**src/rtl/angle_scan_ctrl_pkg.sv**
```systemverilog
// Shared sizing and state encoding for the angle buffer scan controller.
package angle_scan_ctrl_pkg;

   localparam int ANG_BUF_DEPTH = 256;
   localparam int ANG_BUF_AW    = $clog2(ANG_BUF_DEPTH);
   localparam int ANG_BUF_LW    = ANG_BUF_AW + 1;

   typedef enum logic [1:0] {
      IDLE   = 2'd0,
      ACTIVE = 2'd1,
      SCAN   = 2'd2,
      DONE   = 2'd3
   } scan_state_e;

endpackage

```
**src/rtl/angle_scan_agen.sv**
```systemverilog
// Scan address generator: loads the window start and remaining count, then
// steps one address per accepted read.
module angle_scan_agen
   import angle_scan_ctrl_pkg::*;
#(
   parameter int AW = ANG_BUF_AW,
   parameter int LW = ANG_BUF_LW
) (
   input  logic          clk,
   input  logic          rst,
   input  logic          load_i,
   input  logic          advance_i,
   input  logic [AW-1:0] wr_ptr_i,
   input  logic [LW-1:0] len_i,
   output logic [AW-1:0] addr_o,
   output logic [LW-1:0] rem_o,
   output logic          last_o
);

   logic [AW-1:0] addr_q;
   logic [LW-1:0] rem_q;

   always_ff @(posedge clk or posedge rst) begin
      if (rst) begin
         addr_q <= '0;
         rem_q  <= '0;
      end else if (load_i) begin
         // A full-depth window truncates to 0 here, so it starts at wr_ptr.
         addr_q <= wr_ptr_i - len_i[AW-1:0];
         rem_q  <= len_i;
      end else if (advance_i) begin
         addr_q <= addr_q + AW'(1);
         rem_q  <= rem_q - LW'(1);
      end
   end

   assign addr_o = addr_q;
   assign rem_o  = rem_q;
   assign last_o = (rem_q == LW'(1));

endmodule

```
**src/rtl/angle_scan_ctrl.sv**
```systemverilog
// Angle buffer controller: free-running write pointer/fill count plus an
// oldest-first read scan sequencer for the endpoint selector.
//
//   state  | meaning
//   IDLE   | buffer empty since frame start
//   ACTIVE | samples present, scan requests accepted
//   SCAN   | issuing read addresses, one per rd handshake
//   DONE   | scan_done pulse, back to ACTIVE
module angle_scan_ctrl
   import angle_scan_ctrl_pkg::*;
#(
   parameter int DEPTH = ANG_BUF_DEPTH,
   parameter int AW    = ANG_BUF_AW,
   parameter int LW    = ANG_BUF_LW
) (
   input  logic          clk,
   input  logic          rst,
   input  logic          frame_start_i,
   input  logic          angle_valid_i,
   output logic          buf_wr_en_o,
   output logic [AW-1:0] buf_wr_addr_o,
   output logic [AW-1:0] wr_ptr_o,
   output logic [LW-1:0] fill_cnt_o,
   input  logic          scan_req_i,
   input  logic [LW-1:0] scan_len_i,
   output logic          scan_ack_o,
   output logic          scan_err_o,
   output logic [AW-1:0] rd_addr_o,
   output logic          rd_valid_o,
   input  logic          rd_ready_i,
   output logic          rd_last_o,
   output logic          scan_done_o,
   output logic          overrun_o,
   output logic          busy_o
);

   scan_state_e   state_q;
   logic [AW-1:0] wr_ptr_q, wr_ptr_d;
   logic [LW-1:0] fill_cnt_q, fill_cnt_d;
   logic [LW-1:0] wcnt_q;
   logic          overrun_q, scan_ack_q, scan_err_q;
   logic          wr_fire, len_ok, load, advance;
   logic [AW-1:0] agen_addr;
   logic [LW-1:0] agen_rem;
   logic          agen_last;

   assign wr_fire       = angle_valid_i & ~frame_start_i;
   assign buf_wr_en_o   = angle_valid_i;
   assign buf_wr_addr_o = frame_start_i ? '0 : wr_ptr_q;

   always_comb begin
      wr_ptr_d   = wr_ptr_q;
      fill_cnt_d = fill_cnt_q;
      if (frame_start_i) begin
         wr_ptr_d   = AW'(angle_valid_i);
         fill_cnt_d = LW'(angle_valid_i);
      end else if (angle_valid_i) begin
         wr_ptr_d = wr_ptr_q + AW'(1);
         if (fill_cnt_q != LW'(DEPTH))
            fill_cnt_d = fill_cnt_q + LW'(1);
      end
   end

   always_ff @(posedge clk or posedge rst) begin
      if (rst) begin
         wr_ptr_q   <= '0;
         fill_cnt_q <= '0;
      end else begin
         wr_ptr_q   <= wr_ptr_d;
         fill_cnt_q <= fill_cnt_d;
      end
   end

   // A request still held during its own err pulse is not re-evaluated.
   assign len_ok  = (scan_len_i != '0) && (scan_len_i <= fill_cnt_q);
   assign load    = (state_q == ACTIVE) && !frame_start_i && scan_req_i && !scan_err_q && len_ok;
   assign advance = (state_q == SCAN) && rd_ready_i && !frame_start_i;

   always_ff @(posedge clk or posedge rst) begin
      if (rst) begin
         state_q    <= IDLE;
         scan_ack_q <= 1'b0;
         scan_err_q <= 1'b0;
         overrun_q  <= 1'b0;
         wcnt_q     <= '0;
      end else begin
         scan_ack_q <= 1'b0;
         scan_err_q <= 1'b0;
         if (wr_fire && wcnt_q != LW'(DEPTH))
            wcnt_q <= wcnt_q + LW'(1);
         if (frame_start_i) begin
            state_q   <= angle_valid_i ? ACTIVE : IDLE;
            overrun_q <= 1'b0;
         end else begin
            // rem = len - reads done, so writes may safely reach DEPTH - rem.
            if (state_q == SCAN && wr_fire && wcnt_q >= LW'(DEPTH) - agen_rem)
               overrun_q <= 1'b1;
            unique case (state_q)
               IDLE:    if (angle_valid_i) state_q <= ACTIVE;
               ACTIVE:  if (scan_req_i && !scan_err_q) begin
                           if (len_ok) begin
                              scan_ack_q <= 1'b1;
                              wcnt_q     <= '0;
                              state_q    <= SCAN;
                           end else begin
                              scan_err_q <= 1'b1;
                           end
                        end
               SCAN:    if (advance && agen_last) state_q <= DONE;
               DONE:    state_q <= ACTIVE;
               default: state_q <= IDLE;
            endcase
         end
      end
   end

   angle_scan_agen #(
      .AW (AW),
      .LW (LW)
   ) u_agen (
      .clk       (clk),
      .rst       (rst),
      .load_i    (load),
      .advance_i (advance),
      .wr_ptr_i  (wr_ptr_q),
      .len_i     (scan_len_i),
      .addr_o    (agen_addr),
      .rem_o     (agen_rem),
      .last_o    (agen_last)
   );

   assign wr_ptr_o    = wr_ptr_q;
   assign fill_cnt_o  = fill_cnt_q;
   assign scan_ack_o  = scan_ack_q;
   assign scan_err_o  = scan_err_q;
   assign overrun_o   = overrun_q;
   assign rd_addr_o   = agen_addr;
   assign rd_valid_o  = (state_q == SCAN);
   assign busy_o      = (state_q == SCAN);
   assign rd_last_o   = (state_q == SCAN) && agen_last;
   assign scan_done_o = (state_q == DONE);

endmodule

```
**config.mk**
```make
export PLATFORM = sky130hd
export DESIGN_NAME = angle_scan_ctrl
export DESIGN_NICKNAME = d
export VERILOG_FILES = /design/src/rtl/angle_scan_ctrl_pkg.sv /design/src/rtl/angle_scan_agen.sv /design/src/rtl/angle_scan_ctrl.sv
export SDC_FILE = /design/constraint.sdc
export NUM_CORES = 1
export LEC_CHECK = 0
export CORE_AREA = 2 2 74 94
export CTS_BUF_LIST = sky130_fd_sc_hd__clkbuf_4 sky130_fd_sc_hd__clkbuf_8
export DETAILED_ROUTE_END_ITERATION = 12
export DIE_AREA = 0 0 76 96
export GPL_TIMING_DRIVEN = 1
export PLACE_DENSITY = 0.8
export SYNTH_ARGS = -nofsm -noshare
export SYNTH_HDL_FRONTEND = slang
export SYNTH_SLANG_ARGS = --single-unit
export TNS_END_PERCENT = 10
```
**constraint.sdc**
```tcl
create_clock -name clk -period 2.67 [get_ports clk]
set_input_delay 0.6675 -clock clk [delete_from_list [all_inputs] [get_ports clk]]
set_output_delay 0.6675 -clock clk [all_outputs]
set_load 0.03 [all_outputs]
```
# [Word-level counts from Yosys, hierarchy flattened]
# Index checks and enable logic that the tools add are counted.
[word_totals] reg_bits=48 output_inout_bits=41 inputBits=15
[op_classes] reduce_logical=23 n_addsub=7 magnitude_cmp=2 bitwise_logic=2 eq_ne=10 mux=32
[op_table] cell="$mux 9" n=10
[op_table] cell="$mux 8" n=5
[op_table] cell="$add 9x1->9 const B" n=2
[op_table] cell="$ne 9x9->1 const B" n=2
[op_table] cell="$add 8x1->8 const B" n=2
[op_table] cell="$logic_and 1x1->1" n=13
[op_table] cell="$mux 1" n=11
[op_table] cell="$mux 2" n=5
[op_table] cell="$eq 9x1->1 const B" n=1
[op_table] cell="$ge 9x9->1" n=1
[op_table] cell="$le 9x9->1" n=1
[op_table] cell="$reduce_bool 9->1" n=1
[op_table] cell="$sub 9x1->9 const B" n=1
[op_table] cell="$sub 9x9->9 const A" n=1
[op_table] cell="$pmux 2 s4" n=1
[op_table] cell="$reduce_bool 2->1" n=4
[op_table] cell="$sub 8x8->8" n=1
[op_table] cell="$ne 3x2->1 const B" n=2
[op_table] cell="$ne 3x3->1 const B" n=2
[op_table] cell="$eq 2x2->1 const B" n=2
[op_table] cell="$reduce_and 4->1" n=1
[op_table] cell="$eq 2x1->1 const B" n=1
[op_table] cell="$logic_not 1->1" n=2
[op_table] cell="$logic_not 2->1" n=1
[op_table] cell="other kinds (3)" n=3

# [Logic depth before layout (Yosys ltp)]
# Gate-level depths: netlist of the first run.
[depth] depth_word=8 mapped_depth=10

# [Modules after synthesis]
# A second synthesis of the first run with hierarchy kept.
[unflattened] hier_cells=394 area_unflattened_um2=3523.4
[modules_own_cells] mod="angle_scan_ctrl" instances=1 area_per_inst_um2=2272.2 cells_per_inst=252
[modules_own_cells] mod="angle_scan_agen" instances=1 area_per_inst_um2=1251.2 cells_per_inst=142

# [Worst setup path before layout of the first run]
# No wires, ideal clock.
[synth_timing] path_type="register -> register" start="register fill_cnt_q[6] (netlist: fill_cnt_o[6])" end="register u_agen.addr_q[4] (netlist: u_agen.addr_o[4])" t_arrival_ns=2.302 setup_ns=0.124 path_slack_ns=0.244 path_stages_with_launch=11 synth_period_minus_slack_ns=2.426 path_buffers=2 required_ns=2.546 path_cell_list="dfrtp_1 inv_1 ha_1 nand4_1 or3_1 o31a_1 or3_1 buf_6 buf_6 nand2_2 o31ai_2"
[synth_via] elab_chain_len=4 elab_cells_between_ends=5
[synth_rtl] item="start: declaration" line_no="angle_scan_ctrl.sv:39" source="logic [LW-1:0] fill_cnt_q, fill_cnt_d;"
[synth_rtl] item="start signal: assignment" line_no="angle_scan_ctrl.sv:70" source="fill_cnt_q <= fill_cnt_d;"
[synth_rtl] item="$le 9x9->1 (*)" line_no="angle_scan_ctrl.sv:75" source="assign len_ok = (scan_len_i != '0) && (scan_len_i <= fill_cnt_q);"
[synth_rtl] item="$logic_and 1x1->1 (*)" line_no="angle_scan_ctrl.sv:75"
[synth_rtl] item="$logic_and 1x1->1 (*)" line_no="angle_scan_ctrl.sv:76" source="assign load = (state_q == ACTIVE) && !frame_start_i && scan_req_i && !scan_err_q && len_ok;"
[synth_rtl] item="$mux 8 or $reduce_bool 2->1 (tied branches)"
[synth_rtl] item="end signal: assignment" line_no="angle_scan_agen.sv:29" source="addr_q <= wr_ptr_i - len_i[AW-1:0];"
[synth_rtl] item="end signal: assignment" line_no="angle_scan_agen.sv:32" source="addr_q <= addr_q + AW'(1);"
[synth_rtl] item="end: declaration" line_no="angle_scan_agen.sv:20" source="logic [AW-1:0] addr_q;"
# Every way passes the cells marked *; elsewhere a longest branch is shown, timed or not.
# A chain may end at the register's enable or synchronous reset.

# [Worst setup path in the final report of the first run]
[layout_timing] start="input port scan_len_i[7]" end="register u_agen.addr_q[4] (netlist: u_agen.addr_o[4])"
[layout_via] elab_chain_len=4 elab_cells_between_ends=6
[layout_rtl] item="start: declaration" line_no="angle_scan_ctrl.sv:25" source="input logic [LW-1:0] scan_len_i,"
[layout_rtl] item="$le 9x9->1 or $reduce_bool 9->1 (tied branches)" line_no="angle_scan_ctrl.sv:75"
[layout_rtl] item="$logic_and 1x1->1 (*)" line_no="angle_scan_ctrl.sv:75"
[layout_rtl] item="$logic_and 1x1->1 (*)" line_no="angle_scan_ctrl.sv:76"
[layout_rtl] item="$mux 8 or $reduce_bool 2->1 (tied branches)"
# Marks and branches as above.

==> flow_summary.yaml, run 1 <==
clocking:
  cts.path.max_buffers: 2
  clock_latency_ns: 0.30
  numCtsBuffers: 5
  path_clk_slew_ns: 0.09
  clock_tree.root_cell: "clkbuf_8"
  cts_hold_buffers: 0
  cts_tree: "yes"
  cts.sinks: 48
  h-tree-depth: 2
placement:
  dp_slack_ns: -0.428
  globalplace.congestion: 0.935
  dpl-instance-area_mm2: 0.00432
  dp_hpwl_mm: 6.47
  portBuffers: 55
job:
  drv_cap: 0
yosys:
  synth_largest_area_cell: "dfrtp_1"
  syn_nets: 433
  netlist_area_mm2: 0.00345
  synth-seq-area-share_pct: 34.8
  ys.flop_type: "dfrtp_1"
  ys_seq_elements: 48
  synth_edf_count: 0
  avgSynthCellArea_um2: 9.11
  yosys_warnings: 0
  synthArstFlopShare_pct: 100
  syn_inst: 379
  synth.distinct_cells: 54
  yosys-top-cells-area: "dfrtp_1, ha_1, xor2_1, xnor2_1, nand2_1"
  synth_top_area_share_pct: 34.8
sta:
  post-route-min-period_ns: 2.63
  clock.fmax_ghz: 0.380
  setup_viol: 0
  slew_violations: 0
  holdWs_ns: 0.596
  fin_setup_tns_ns: 0
  worstMarginPinSlew_ns: 0.598
  skew_ns: 0.0117
  rsz0062_at_grt: "false"
  layout_setup_ws_ns: 0.0351
  hold_violations: 0
  finalCritPeriodShare_pct: 98.7
  slew_headroom_pct: 60.2
global_routing:
  grt_pass1_wl_mm: 13.6
  overflow: 0
  grt_pass1_vias: 2984
  grt_start_max_net_pins: 49
  grt_usage_pct: 23.5
  antenna_found_initial: 0
layout:
  fin_nets: 524
  diodes: 0
  drive_above_1_share_pct: 16.6
  design_area_mm2: 0.00445
  fillers: 490
  area_delta_synth_final_pct: 28.8
power_and_ir_drop:
  sw_frac_of_total_pct: 41.2
  ir_drop_uv: 292
  combPwrFrac_pct: 48.5
  p_int_w: 0.00180
  p_clk_share_pct: 14.1
  p_seq_share_pct: 37.5
  power_density_mw_per_mm2: 689
  p_leak_nw: 2.11
  p_switching_w: 0.00126
setup_path:
  reg2reg_slack_ns: 0.30
  worstPathRequired_ns: 2.88
  critPathMaxStageDelay_ns: 0.44
  cpLargestDelayFamily: "simple AND/OR/NAND/NOR gates"
  cp.arrival_ns: 2.85
  setup.worst_path.end_class: "flip-flop"
  critical_path.startpoint_type: "input port"
  path_buf_inv: 2
  crit_fanout: 14
  critPathKind: "input port to flip-flop"
  slowest_stage: "clkdlybuf4s50_1"
  path_cells: "clkdlybuf4s50_1 -> ha_1 -> nand4_1 -> or3_1 -> o31a_1 -> or3_4 -> buf_12 -> o31ai_2"
floorplanning:
  placeableCoreArea_mm2: 0.00640
  ios: 56
  dieHeight_um: 96
  start_util_pct: 54.0
  die_area_mm2: 0.00730
  die_x_um: 76
  rows: 33
worst_hold_path:
  hp-class: "flip-flop to flip-flop"
route:
  drt-initial-drc-count: 140
  routed_wl_mm: 8.19
  drcViolationCount: 0
  vias: 3013
  antenna_left: 0
  dr.pass1.iters: 4
  wl_per_cell_um: 14.7
  via_per_inst: 5.40
run_status:
  outcome: "finished, final reports clean"
## cell families (layout without fill, tap and decap cells)
| kind of cell | Yosys count | in the layout | share of synthesized area, % |
|---|---|---|---|
| AND/OR/NAND/NOR | 144 | 144 | 20.9 |
| AO/OA/AOI/OAI | 59 | 59 | 11.8 |
| flip-flops | 48 | 48 | 34.8 |
| XOR/XNOR | 44 | 44 | 11.2 |
| adder cells (fa/ha/maj) | 39 | 39 | 14.3 |
| buffers and inverters | 40 | 132 | 5.51 |
| multiplexers | 5 | 5 | 1.49 |
## routing by layer
layer	GRT usage (%)	up-vias	part of all wire [%]
li1	-	1487	-
met1	25.8	1418	40
met2	45.0	84	53
met3	2.63	24	3.4
met4	12.7	0	3.7
met5	0	-	0
## cells in the final DEF (no fill, tap or decap), drive strengths merged, types with 2 or more instances in the layout
cell	netlist	routed
a211oi	2	2
dlygate4sd2	0	2
clkbuf	4	5
nand2b	5	5
nor2	35	35
mux2i	4	4
nand3b	2	2
and3	3	3
a31oi	3	3
o22ai	2	2
nor2b	10	10
dfrtp	48	48
o31ai	2	2
inv	28	28
o21a	4	4
and4	2	2
or3	7	7
nand4	9	9
nand3	12	12
a21o	3	3
o21ai	23	23
xnor2	16	16
nor4	3	3
nor3	10	10
clkinv	0	3
a21oi	10	10
clkdlybuf4s50	0	43
ha	38	38
buf	8	50
nand2	38	38
xor2	28	28
## registers in the layout, indices dropped and copies added (netlist names)
register	cells
overrun_o	1
scan_ack_o	1
state_q	2
scan_err_o	1
fill_cnt_o	9
u_agen.addr_o	8
wr_ptr_o	8
u_agen.rem_o	9
wcnt_q	9
## power groups by stage
stage	clock network, W	registers [W]	logic (W)
5_1_grt	0.000481	0.00118	0.00167
4_1_cts	0.000449	0.00115	0.00150
3_5_place_dp	0	0.00116	0.00148
6_report	0.000431	0.00115	0.00149
2_1_floorplan	0	0.00125	0.000886
3_3_place_gp	0	0.00115	0.00144
## worst register-to-register path: stages (launching register included)
cell     delay [ns]
dfrtp_1        0.45
inv_1          0.11
ha_1           0.29
nand4_1        0.13
or3_1          0.39
o31a_1         0.13
or3_4          0.38
buf_12         0.17
o31ai_2        0.24
## final timing paths
path,start,cells after the start,end
hold / removal,fill_cnt_o[6],3,fill_cnt_o[6]
setup / recovery,scan_len_i[7],8,u_agen.addr_o[4]
max in group asynchronous,rst,3,wr_ptr_o[5]
hold reg to reg,fill_cnt_o[6],3,fill_cnt_o[6]
setup reg to reg,fill_cnt_o[5],8,u_agen.addr_o[4]
min in group asynchronous,rst,3,u_agen.rem_o[7]
## area by class of cell
| class | instances | area (µm²) | share of cell area [%] |
|---|---|---|---|
| tap | 87 | 109 | 2.45 |
| inverter | 28 | 108 | 2.42 |
| clock inverter | 3 | 18.8 | 0.422 |
| clock buffer | 5 | 68.8 | 1.55 |
| multi-input combinational | 291 | 2090 | 47.0 |
| timing repair buffer | 96 | 852 | 19.2 |
| sequential | 48 | 1200 | 27.0 |
## cell usage after synthesis, types with 3 or more instances
master    instances
xor2_1           28
xnor2_1          16
dfrtp_1          48
ha_1             38
a21o_1            3
clkbuf_1          4
nand4_1           9
inv_1            27
a21oi_1          10
nor2b_1          10
nand2_1          36
mux2i_1           4
o21a_1            4
nor3_1           10
o21ai_1           3
o21ai_2           8
o21ai_0          12
a31oi_1           3
nand3_1          12
and3_1            3
nor4_1            3
nand2b_1          5
or3_1             7
nor2_1           35
buf_6             4
## repair_timing
action,in CTS,in global routing
setup endpoints to repair,15,10
cloned,0,0
resized for setup,5,4
pin swaps,0,2
setup buffers,0,1
## metrics by stage
step	std cells	util (%)	total power, W
after floorplan	379	-	0.00213
after global placement	549	67.5	0.00259
after detailed placement	549	67.5	0.00264
after CTS	557	69.0	0.00309
after global routing	558	69.5	0.00333
final	558	69.5	0.00307
No activity file was read; power rests on OpenSTA's default activity.
==> run 2, diff against run 1 <==
- CORE_AREA: 2 2 74 94 -> 5 5 77 96
- DIE_AREA: 0 0 76 96 -> 0 0 82 101
- GPL_ROUTABILITY_DRIVEN: not set -> 0
- PLACE_DENSITY: 0.8 -> 0.81
==> run 2 against run 1 <==
Via count rose by 0.40%. Non-clock buffer count rose by 4. Critical endpoint is now u_agen.addr_o[6]. Maximum frequency barely moved. Combinational power rose by 3%. Critical path depth did not move. Critical path type unchanged. Utilization fell by 0.21 points. Register-to-register slack got worse by 0.02 ns.
==> flow_summary.yaml, run 2 (synthesis gave the netlist of run 1 again) <==
sta:
  skew_ns: 0.0113
  slew_headroom_pct: 50.0
  clock.fmax_ghz: 0.380
  hold_violations: 0
  setup_viol: 0
  slew_violations: 0
  finalCritPeriodShare_pct: 98.7
  holdWs_ns: 0.575
  worstMarginPinSlew_ns: 0.749
  rsz0062_at_grt: "true"
  post-route-min-period_ns: 2.63
global_routing:
  met3_usage_pct: 2.77
  grt_usage_pct: 22.5
  top_usage_layer: "met2"
  grt_start_max_net_pins: 36
  grt_pass1_vias: 3038
  use_met2_pct: 39.0
  grt_pass1_wl_mm: 14.5
  overflow: 0
  antenna_found_initial: 0
  gr-usage-met1_pct: 28.1
layout:
  area_delta_synth_final_pct: 29.2
  mostFrequentLayoutCell: "buf_4"
  diodes: 0
  mostFrequentLayoutCells: "buf_4, dfrtp_1, clkdlybuf4s50_1"
  fin_nets: 528
  drive_above_1_share_pct: 16.8
  fin_util_pct: 69.3
  fillers: 514
route:
  via_per_inst: 5.38
  vias: 3025
  wl_per_cell_um: 15.5
  drt-initial-drc-count: 214
  drcViolationCount: 0
  routed_wl_mm: 8.74
  dr.pass1.iters: 4
  antenna_left: 0
floorplanning:
  start_util_pct: 53.6
  dieHeight_um: 101
  die_area_mm2: 0.00828
  die_x_um: 82
  rows: 33
  placeableCoreArea_mm2: 0.00644
  ios: 56
clocking:
  numCtsBuffers: 5
  path_clk_slew_ns: 0.09
  clock_latency_ns: 0.30
  cts_hold_buffers: 0
  cts.path.max_buffers: 2
  post-cts-setup-buffer-count: 0
  h-tree-depth: 2
  cts_tree: "yes"
  cts.sinks: 48
  clock_tree.root_cell: "clkbuf_8"
power_and_ir_drop:
  power_density_mw_per_mm2: 704
  p_clk_share_pct: 14.9
  ir_drop_uv: 341
  p_seq_share_pct: 36.5
  sw_frac_of_total_pct: 41.2
  fin_total_pwr_w: 0.00314
  p_int_w: 0.00185
  p_switching_w: 0.00130
  combPwrFrac_pct: 48.6
  p_leak_nw: 2.13
setup_path:
  critPathKind: "input port to flip-flop"
  crit_fanout: 15
  critical_path.startpoint: "scan_len_i[5]"
  cp.arrival_ns: 2.84
  worstPathRequired_ns: 2.88
  worstRegToRegCells: 8
  critical_path.startpoint_type: "input port"
  rr_startpoint: "fill_cnt_o[2]"
  setup.worst_path.end_class: "flip-flop"
worst_hold_path:
  holdPathStages: 1
  hp-class: "flip-flop to flip-flop"
  hp-start: "state_q[0]"
run_status:
  outcome: "finished, final reports clean"
placement:
  portBuffers: 55
  dp_hpwl_mm: 6.85
job:
  drv_cap: 0
[run 2: final cells by class]
class	instances	area [µm²]	area share, %
multi-input combinational	291	2070	46.5
sequential	48	1200	26.9
timing repair buffer	100	873	19.6
tap	87	109	2.44
inverter	28	108	2.41
clock buffer	7	90.1	2.02
clock inverter	1	7.51	0.168
[run 2: worst paths after layout]
path / to / slack, ns
hold reg to reg: state_q[0] / 0.58
min in group asynchronous: scan_ack_o / 0.80
max in group asynchronous: u_agen.addr_o[6] / 1.25
setup / recovery: u_agen.addr_o[6] / 0.04
hold / removal: state_q[0] / 0.58
setup reg to reg: u_agen.addr_o[6] / 0.28
[run 2: power by group through the flow]
stage	Clock, W	Combinational [W]	Sequential [W]
CTS	0.000470	0.00154	0.00114
global route	0.000503	0.00170	0.00117
detailed placement	0	0.00151	0.00116
finish	0.000467	0.00153	0.00115
global placement	0	0.00147	0.00114
floorplan	0	0.000886	0.00125
[run 2: critical path: stages]
cell and delay (ns):
clkdlybuf4s50_1 0.45, ha_1 0.30, nand4_1 0.12, or3_1 0.39
o31a_1 0.13, or3_4 0.38, buf_8 0.17, o31ai_2 0.23
[run 2: timing repair]
action / 4_1_cts / 5_1_grt
pin swaps: 0 / 1
endpoints found under the setup margin: 20 / 12
gates resized for setup: 6 / 2
[run 2: metal layers]
metal  vias up  share of wire, %
li1       1493                 -
met5         -                 0
met1      1447                42
met2        62                52
met3        23               2.7
met4         0               3.0
[run 2: metrics by stage]
stage,std cells,instance area [µm²],setup slack (ns),TNS [ns]
after global routing,562,4460,-0.0288,-0.0735
final,562,4460,0.0352,0
after global placement,554,4350,-0.382,-7.78
after detailed placement,554,4350,-0.464,-9.96
after floorplan,379,3450,0.244,0
after CTS,562,4450,0.00348,0
